$ cat src/rtl/gcd_sched.sv
// gcd_sched: round-robin arbiter sharing one GCD engine among N_REQ requesters.
// Optional engine watchdog enabled by defining GCD_SCHED_TIMEOUT_EN.
module gcd_sched #(
    parameter int N_REQ   = 4,
    parameter int W       = 8,
    parameter int TMO_CYC = 255
) (
    input  logic                     CLK,
    input  logic                     RST_N,
    input  logic [N_REQ-1:0]         REQ_VALID,
    output logic [N_REQ-1:0]         REQ_READY,
    input  logic [N_REQ*W-1:0]       REQ_A,
    input  logic [N_REQ*W-1:0]       REQ_B,
    output logic                     RSP_VALID,
    input  logic                     RSP_READY,
    output logic [$clog2(N_REQ)-1:0] RSP_ID,
    output logic [W-1:0]             RSP_Y,
    output logic                     RSP_ERROR,
    output logic                     RSP_TMO,
    output logic                     ENG_START,
    output logic [W-1:0]             ENG_A,
    output logic [W-1:0]             ENG_B,
    input  logic [W-1:0]             ENG_Y,
    input  logic                     ENG_DONE,
    input  logic                     ENG_ERROR,
    output logic [15:0]              OP_COUNT
);
    localparam int IW = $clog2(N_REQ);

    typedef enum logic [1:0] {IDLE, ISSUE, WAIT, RESP} state_t;

    state_t        state;
    logic [IW-1:0] ptr, gnt, id;
    logic          found;
    logic [W-1:0]  op_a, op_b, rsp_y;
    logic          rsp_err;
    logic [15:0]   op_cnt;

    // Scan downward so the nearest valid requester after ptr is the last (winning) assignment.
    always_comb begin
        gnt   = '0;
        found = 1'b0;
        for (int k = N_REQ; k >= 1; k--) begin
            if (REQ_VALID[IW'((int'(ptr) + k) % N_REQ)]) begin
                gnt   = IW'((int'(ptr) + k) % N_REQ);
                found = 1'b1;
            end
        end
    end

    assign REQ_READY = (RST_N && state == IDLE && found) ? (N_REQ'(1) << gnt) : '0;
    assign ENG_START = state == ISSUE;
    assign RSP_VALID = state == RESP;
    assign ENG_A     = op_a;
    assign ENG_B     = op_b;
    assign RSP_ID    = id;
    assign RSP_Y     = rsp_y;
    assign RSP_ERROR = rsp_err;
    assign OP_COUNT  = op_cnt;

`ifdef GCD_SCHED_TIMEOUT_EN
    localparam int CW = $clog2(TMO_CYC + 1);
    logic [CW-1:0] cnt;
    logic          rsp_tmo;
    assign RSP_TMO = rsp_tmo;
`else
    assign RSP_TMO = 1'b0;
`endif

    always_ff @(posedge CLK or negedge RST_N) begin
        if (!RST_N) begin
            state   <= IDLE;
            ptr     <= IW'(N_REQ - 1);
            id      <= '0;
            op_a    <= '0;
            op_b    <= '0;
            rsp_y   <= '0;
            rsp_err <= 1'b0;
            op_cnt  <= '0;
`ifdef GCD_SCHED_TIMEOUT_EN
            cnt     <= '0;
            rsp_tmo <= 1'b0;
`endif
        end else begin
            case (state)
                IDLE: if (found) begin
                    op_a  <= REQ_A[int'(gnt)*W +: W];
                    op_b  <= REQ_B[int'(gnt)*W +: W];
                    id    <= gnt;
                    ptr   <= gnt;
                    state <= ISSUE;
                end
                ISSUE: begin
`ifdef GCD_SCHED_TIMEOUT_EN
                    cnt     <= '0;
                    rsp_tmo <= 1'b0;
`endif
                    state <= WAIT;
                end
                WAIT: if (ENG_DONE) begin
                    rsp_y   <= ENG_Y;
                    rsp_err <= ENG_ERROR;
                    state   <= RESP;
                end
`ifdef GCD_SCHED_TIMEOUT_EN
                // Limit is hit on the cycle whose increment would reach TMO_CYC.
                else if (cnt == CW'(TMO_CYC - 1)) begin
                    rsp_y   <= '0;
                    rsp_err <= 1'b1;
                    rsp_tmo <= 1'b1;
                    state   <= RESP;
                end else begin
                    cnt <= cnt + 1'b1;
                end
`endif
                RESP: if (RSP_READY) begin
                    op_cnt <= op_cnt + 16'd1;
                    state  <= IDLE;
                end
            endcase
        end
    end
endmodule
$ cat config.mk
export PLATFORM = sky130hd
export DESIGN_NAME = gcd_sched
export DESIGN_NICKNAME = d
export VERILOG_FILES = /design/src/rtl/gcd_sched.sv
export SDC_FILE = /design/constraint.sdc
export NUM_CORES = 1
export LEC_CHECK = 0
export ABC_CLOCK_PERIOD_IN_PS = 5460
export CORE_MARGIN = 5
export CORE_UTILIZATION = 44
export DETAILED_ROUTE_END_ITERATION = 12
export HOLD_SLACK_MARGIN = 0.15
export PLACE_DENSITY = 0.83
export SYNTH_ARGS = -nofsm -noshare
export SYNTH_HDL_FRONTEND = slang
export SYNTH_SLANG_ARGS = --single-unit
$ cat constraint.sdc
create_clock -name CLK -period 5.46 [get_ports CLK]
set_input_delay 1.092 -clock CLK [delete_from_list [all_inputs] [get_ports CLK]]
set_output_delay 1.092 -clock CLK [all_outputs]
set_load 0.05 [all_outputs]
==> Word level (Yosys, flattened, before mapping) <==
Cells that the tools add are included.
{ "op_classes": {"n_addsub": 5, "n_lt_le_gt_ge": 4, "eq_ne": 6, "shift": 3, "mux": 25, "n_reduce_logical": 7} }
{ "op_table": {"columns": ["cell", "n"], "rows": [
  ["$shiftx 32x6->8", 2],
  ["$add 16x1->16 const B", 1],
  ["$lt 2x4->1 const B", 4],
  ["$mux 2", 7],
  ["$mux 1", 12],
  ["$bmux 1 s2", 4],
  ["$pmux 2 s4", 1],
  ["$reduce_and 2->1", 3],
  ["$add 2x1->2 const B", 2],
  ["$add 2x2->2 const B", 2],
  ["$eq 2x2->1 const B", 2],
  ["$mux 4", 1],
  ["$ne 2x2->1 const B", 2],
  ["$shl 1x2->4 const A", 1],
  ["$reduce_and 3->1", 1],
  ["$eq 2x1->1 const B", 1],
  ["$logic_and 1x1->1", 2],
  ["$logic_not 2->1", 1],
  ["$ne 2x1->1 const B", 1]
]} }
{ "totals": {"register_bits": 47, "inputBits": 81, "out_inout_bits": 50, "word_cells": 58} }

==> Depth between registers and ports, before layout <==
Gate-level depths: netlist of the first run.
{ "logic_depth": {"depth_word": 10, "mapped_depth": 8, "ltp_nobuf": 6} }

==> Least setup slack after synthesis of the first run <==
No wires, ideal clock.
{ "synth_path": {"kind": "input port to output port", "startpoint": "in REQ_VALID[2]", "endpoint": "out REQ_READY[1]", "t_arrival_ns": 3.162, "required_time_ns": 4.368, "setup_slack_ns": 1.206, "cell_stages": 6, "path_buffers": 2, "cell_sequence": "nand2b_1 -> o22ai_2 -> a21o_1 -> buf_6 -> buf_4 -> nor3b_1"} }
{ "synth_between": {"elab_chain_cells": 9, "elab_cells_between_ends": 23, "cone_classes": "1 x shift; 21 x mux; 1 x reduce/logical"} }
{ "synth_rtl": {"columns": ["item", "line", "text"], "rows": [
  ["start: declaration", "10", "input logic [N_REQ-1:0] REQ_VALID,"],
  ["$bmux 1 s2", "44", "if (REQ_VALID[IW'((int'(ptr) + k) % N_REQ)]) begin"],
  ["$mux 1 (implied by the code) (2 in a row)", "44", null],
  ["$mux 2 or $mux 1 (tied branches) (4 in a row)", "44", null],
  ["$shl 1x2->4 or $logic_and 1x1->1 (tied branches)", "51", "assign REQ_READY = (RST_N && state == IDLE && found) ? (N_REQ'(1) << gnt) : '0;"],
  ["$mux 4 (*)", "51", null],
  ["end: declaration", "11", "output logic [N_REQ-1:0] REQ_READY,"]
]} }
Mark *: on every way between the ends. The rest lies on a longest branch, timed or not. The select of a mux whose other input is x is not followed.

==> Worst setup path in the final report of the first run <==
{ "layout_path": {"startpoint": "in REQ_VALID[1]", "endpoint": "out REQ_READY[2]"} }
Same word-level chain as after synthesis.

==> results of run 1 <==
power breakdown:
part | switching [mW] | total (mW) | internal (mW)
combinational | 0.828 | 1.32 | 0.488
sequential | 0.0885 | 0.577 | 0.488
clock | 0.124 | 0.262 | 0.138
synthesized netlist by cell type, drive strengths merged (3+ instances only):
master  number
o21ai        4
nand2b       3
xnor2        9
and3         5
mux2i       17
nor2        26
and2         3
ha           5
nand4        4
inv         22
buf          8
nand2       14
a211oi      48
xor2         6
dfrtp       45
mux2        10
clkbuf       7
nand3        4
cells in the final DEF, fill, tap and decap left out, drive strengths merged, types with 2 or more instances in the layout:
master	instances
mux2i	17
xnor2	9
dfrtp	45
nor3b	2
and3	5
nor2	26
mux2	10
clkbuf	5
and2	3
nand2	14
nor2b	2
nand2b	3
xor2	6
dfstp	2
nand3	4
nand4	4
buf	9
nor3	2
inv	23
a211oi	48
ha	5
o21ai	4
clkdlybuf4s50	124
cell families (layout without fill, tap and decap cells):
group / Yosys count / count (layout) / synth area share, %
flip-flops: 47 / 47 / 43.8
other: 1 / 1 / 0.139
adder cells (fa/ha/maj): 5 / 5 / 2.33
buffers and inverters: 38 / 164 / 7.07
XOR/XNOR: 15 / 15 / 4.89
AO/OA/AOI/OAI: 57 / 57 / 18.8
multiplexers: 27 / 27 / 10.5
AND/OR/NAND/NOR: 68 / 68 / 12.4
metal layers:
layer	wire length [µm]	global-route usage [%]	part of all wire [%]
met4	157	6.04	2.1
met3	498	4.61	6.6
met5	0	0	0
met1	3110	24.2	41
met2	3830	33.6	50
critical path, delay by kind of cell:
kind	cells	cell delay (ps)
compound gates	2	810
buf+inv	4	1270
simple gates	1	120
worst max-delay path by stage:
stage / startpoint / endpoint / slack, ps
CTS: REQ_VALID[1] / REQ_READY[2] / 1080
global route: REQ_VALID[1] / REQ_READY[2] / 880
finish: REQ_VALID[1] / REQ_READY[2] / 1060
detailed placement: REQ_VALID[1] / REQ_READY[2] / 1090
global placement: REQ_VALID[2] / REQ_READY[0] / 1230
floorplan: REQ_VALID[2] / REQ_READY[1] / 1210
sequential cells by signal, indices dropped and copies added (netlist names):
signal / cells
ENG_A: 8
ENG_B: 8
OP_COUNT: 16
RSP_Y: 8
ptr: 2
RSP_ID: 2
state: 2
RSP_ERROR: 1
layout make-up:
| class | instances | area [µm²] |
|---|---|---|
| sequential | 47 | 1180 |
| timing repair buffer | 133 | 1330 |
| inverter | 23 | 86.3 |
| multi-input combinational | 173 | 1320 |
| fill | 463 | 1800 |
| tap | 75 | 93.8 |
| clock inverter | 3 | 46.3 |
| clock buffer | 5 | 68.8 |
metrics by stage:
stage | power, mW | instances | util, % | setup WS (ps)
3_3_place_gp | 1.88 | 451 | 67.7 | 1230
5_1_grt | 2.28 | 459 | 69.7 | 885
2_1_floorplan | 1.50 | 258 | - | 1210
4_1_cts | 2.17 | 459 | 69.7 | 1080
6_report | 2.16 | 459 | 69.7 | 1060
3_5_place_dp | 1.91 | 451 | 67.7 | 1090
==> flow_summary_export.csv, run 1 <==
group,metric,value,unit
yosys,ys_async_sr_fraction,100,%
timing,skew,3.77,ps
timing,slew_viol_final,0,
final_layout,fin_area,4130,µm²
timing,period_needed,4400,ps
detailed_routing,drc,0,
placement,place_congestion,0.747,
yosys,synthesis.nets,344,
timing,tns,0,ps
global_route,grt.overflow.total,0,
outcome,status,"complete, no violations",
clocking,postCtsSetupRepairBufs,0,
die,dieArea,7770,µm²
die,coreArea,5920,µm²
detailed_routing,vias,2374,
detailed_routing,wl_per_cell,16.6,µm
die,row_count,28,
power,power_density,522,nW/µm²
clocking,htreeDepth,2,
timing,fin_crit_sh,80.5,%
timing,rsz0062_at_grt,"false",
global_route,grt_pass1_wl,11.9,mm
detailed_routing,antenna_left,0,
timing,hold_viol,0,
worst_setup_path,path_max_fanout,35,
worst_setup_path,critPathLaunchType,"input pin",
worst_setup_path,arrival,3300,ps
hold_path,min_path_type,"reg2reg",
power,peakVddDrop,0.428,mV
yosys,ys_dominant_reg_cell,"dfrtp_1",
worst_setup_path,worstPathRequired,4370,ps
yosys,yosys.cell_types.count,40,
timing,maxSlewHeadroom,38.4,%
timing,finalHoldWorstSlack,480,ps
clocking,clkLatencyLatePin,300,ps
worst_setup_path,reg2reg_depth,6,
yosys,yosysSeqAreaShare,43.8,%
yosys,avgSynthCellArea,10.4,µm²
die,die_y,88.2,µm
global_route,grt_use_total,19.5,%
yosys,ys_warn_count,0,
yosys,synth_edf_count,0,
placement,hpwl,5.85,mm
yosys,yosys.area.top_type,"dfrtp_1",
worst_setup_path,cp_cell_sequence,"clkdlybuf4s50_1, inv_1, o21ai_2, a21o_1, buf_4, nor3_1, buf_4",
clocking,cts_sinks,47,
hold_path,hold_depth,1,
worst_setup_path,slowest_stage,"o21ai_2",
detailed_routing,vias_per_cell,5.17,
worst_setup_path,r2r_end,"ENG_B[3]$_DFFE_PN0P_",
timing,setup_viol,0,
die,start_util,45.4,%
die,die_x,88.2,µm
final_layout,drive_gt1_share,12.8,%
yosys,synth_top_area_share,41.9,%
clocking,cts_buffers,5,
clocking,ctsHoldBuffers,0,
worst_setup_path,crit_top_cell,"buf_4",
clocking,tritoncts,"built",
placement,placed_cell_area,4010,µm²
yosys,synth_area_leaders,"dfrtp_1, a211oi_1, a211oi_2",
worst_setup_path,r2r_slack,2970,ps
job,drv_cap,0,
worst_setup_path,crit_path_max_incr_delay,570,ps
clocking,path_clk_slew,90,ps
yosys,synth_area,2690,µm²
worst_setup_path,path_class,"in2out",
clocking,cts-root-buf,"clkbuf_8",
timing,tightest_slew,924,ps
final_layout,n_antenna_cell,0,
final_layout,syn_to_final_growth,53.4,%
yosys,netlist_instances,258,
detailed_routing,drt_wl_total,7.60,mm
global_route,antenna_found_initial,0,
die,ios,131,
worst_setup_path,crit_path_end_kind,"output port",
hold_path,min_to,"OP_COUNT[15]$_DFFE_PN0P_",
global_route,grt_pass1_vias,2495,
hold_path,min_from,"OP_COUNT[15]$_DFFE_PN0P_",
clocking,clockBufferDepth,2,
detailed_routing,drtIter0Drc,89,
final_layout,fin_nets,469,
placement,io_buffer_count,129,
power,leakagePower,1.75,nW
timing,fmax,228,MHz
worst_setup_path,r2r-start,"ptr[1]$_DFFE_PN1P_",
detailed_routing,dr.pass1.iters,4,
global_route,grt_max_degree,48,
yosys,ys_ff_latch,47,
clocking,cts-resized-gates,0,
Note: power is estimated with default switching activity, not from simulation.
==> run 2: changes to the inputs <==
ABC_CLOCK_PERIOD_IN_PS = 4100   (was 5460)
CORE_UTILIZATION = 41   (was 44)
PLACE_DENSITY = 0.78   (was 0.83)
clock period = 4.1 ns   (was 5.46 ns; I/O delays follow)
==> run 2 against run 1 <==
Count of clock-buffer cells in the layout is 1 higher. Clock power grew 34%. Final area grew 0.85%. Die area rose by 6.5%. Via count shrank 0.42%. Flip-flop and latch count did not move. Core utilization fell by 4.2 points. Sequential power up 32%. Register-to-register slack worse by 1200 ps. Total power rose by 34%.
==> flow_summary_export.csv, run 2 (synthesis results as in run 1) <==
group,metric,value,unit
final_layout,syn_to_final_growth,54.7,%
timing,worst_slack,566,ps
power,swShare,47.6,%
worst_setup_path,r2r-start,"state[1]$_DFFE_PN0P_",
die,die_x,91.0,µm
final_layout,final_common_cell,"clkdlybuf4s50_1",
hold_path,hold_depth,1,
hold_path,min_from,"OP_COUNT[15]$_DFFE_PN0P_",
clocking,cts_sinks,47,
final_layout,fin_area,4160,µm²
timing,slew_viol_final,0,
clocking,ctsHoldBuffers,0,
worst_setup_path,arrival,2710,ps
power,clock_power_share,12.2,%
global_route,antenna_found_initial,0,
clocking,clockBufferDepth,2,
clocking,tritoncts,"built",
hold_path,min_path_type,"reg2reg",
detailed_routing,dr.pass1.iters,4,
die,die_y,91.0,µm
die,ios,131,
outcome,status,"complete, no violations",
clocking,htreeDepth,2,
global_route,grt.overflow.total,0,
final_layout,final_cell_mix,"clkdlybuf4s50_1, dfrtp_1, a211oi_1",
die,start_util,42.3,%
timing,skew,8.75,ps
power,p_int,1.51,mW
final_layout,multiInputGateArea,1320,µm²
timing,setup_viol,0,
clocking,path_clk_slew,80,ps
final_layout,regArea,1180,µm²
power,peakVddDrop,0.363,mV
die,coreArea,6350,µm²
clocking,clkLatencyLatePin,290,ps
timing,fmax,283,MHz
timing,fin_crit_sh,86.2,%
global_route,grt_pass1_wl,12.3,mm
power,power.total,2.88,mW
global_route,grt_pass1_vias,2378,
power,seqPwrFrac,26.5,%
clocking,cts-root-buf,"clkbuf_8",
worst_setup_path,path_max_fanout,14,
placement,placed_cell_area,4040,µm²
detailed_routing,vias_per_cell,5.08,
timing,tightest_slew,605,ps
final_layout,largest_reg_flops,16,
detailed_routing,drt_wl_total,7.65,mm
clocking,cts_buffers,5,
hold_path,min_to,"OP_COUNT[15]$_DFFE_PN0P_",
timing,hold_viol,0,
worst_setup_path,crit_path_end_kind,"output port",
final_layout,fillers,522,
global_route,grt_use_total,18.1,%
final_layout,fin_nets,473,
power,combPwrFrac,61.4,%
timing,tns,0,ps
clocking,postCtsSetupRepairBufs,0,
worst_setup_path,reg2reg_depth,7,
worst_setup_path,critPathLaunchType,"input pin",
detailed_routing,vias,2364,
die,row_count,29,
power,switching_power,1.37,mW
placement,hpwl,6.00,mm
job,drv_cap,0,
power,leakagePower,1.78,nW
clocking,cts-resized-gates,0,
timing,rsz0062_at_grt,"false",
die,dieArea,8280,µm²
final_layout,n_antenna_cell,0,
worst_setup_path,path_class,"in2out",
detailed_routing,antenna_left,0,
detailed_routing,drc,0,
timing,period_needed,3530,ps
final_layout,stdcell_count,465,
power,power_density,693,nW/µm²
detailed_routing,drtIter0Drc,98,
placement,place_congestion,0.838,
worst_setup_path,r2r_slack,1800,ps
worst_setup_path,worstPathRequired,3280,ps
final_layout,drive_gt1_share,13.7,%
placement,io_buffer_count,129,
placement,place_ws,563,ps
global_route,grt_max_degree,48,
worst_setup_path,r2r_end,"ENG_A[2]$_DFFE_PN0P_",
timing,maxSlewHeadroom,59.7,%
placement,dp.cells,457,
detailed_routing,wl_per_cell,16.5,µm
run 2: power by group through the flow:
stage | Combinational (mW) | Clock (mW) | Sequential, mW
global placement | 1.76 | 0 | 0.764
global route | 1.88 | 0.383 | 0.792
CTS | 1.79 | 0.365 | 0.763
floorplan | 0.705 | 0 | 1.29
detailed placement | 1.78 | 0 | 0.772
finish | 1.77 | 0.351 | 0.763
run 2: stage by stage:
stage	hold WS, ps	utilization, %
after global placement	458	63.7
after CTS	483	65.5
final	478	65.5
after global routing	518	65.5
after floorplan	501	-
after detailed placement	469	63.7
run 2: worst max-delay path by stage:
| stage | startpoint | slack, ps | to | cells past startpoint |
|---|---|---|---|---|
| finish | REQ_VALID[3] | 570 | REQ_READY[3] | 6 |
| global route | REQ_VALID[3] | 430 | REQ_READY[1] | 6 |
| CTS | REQ_VALID[3] | 560 | REQ_READY[3] | 6 |
| detailed placement | REQ_VALID[3] | 560 | REQ_READY[3] | 6 |
| global placement | REQ_VALID[3] | 640 | REQ_READY[3] | 6 |
| floorplan | REQ_VALID[2] | 390 | REQ_READY[1] | 6 |
run 2: routing by layer:
layer  share of wire [%]  global-route usage (%)  vias up
met4                 1.4                    4.77        0
met1                  42                    23.0     1123
met2                  51                    31.5       64
li1                    -                       -     1169
met5                   0                       0        -
met3                 4.7                    3.47        8
run 2: cell type report:
type | count | area share (%)
timing repair buffer | 137 | 32.7
multi-input combinational | 173 | 31.7
sequential | 47 | 28.3
tap | 77 | 2.32
inverter | 23 | 2.08
clock buffer | 6 | 1.98
clock inverter | 2 | 0.842
run 2: critical path, stage by stage:
cell and delay [ps]:
clkdlybuf4s50_1 560, nand2b_1 130, o22ai_2 180, a21o_1 410, nor3b_1 420, buf_12 190
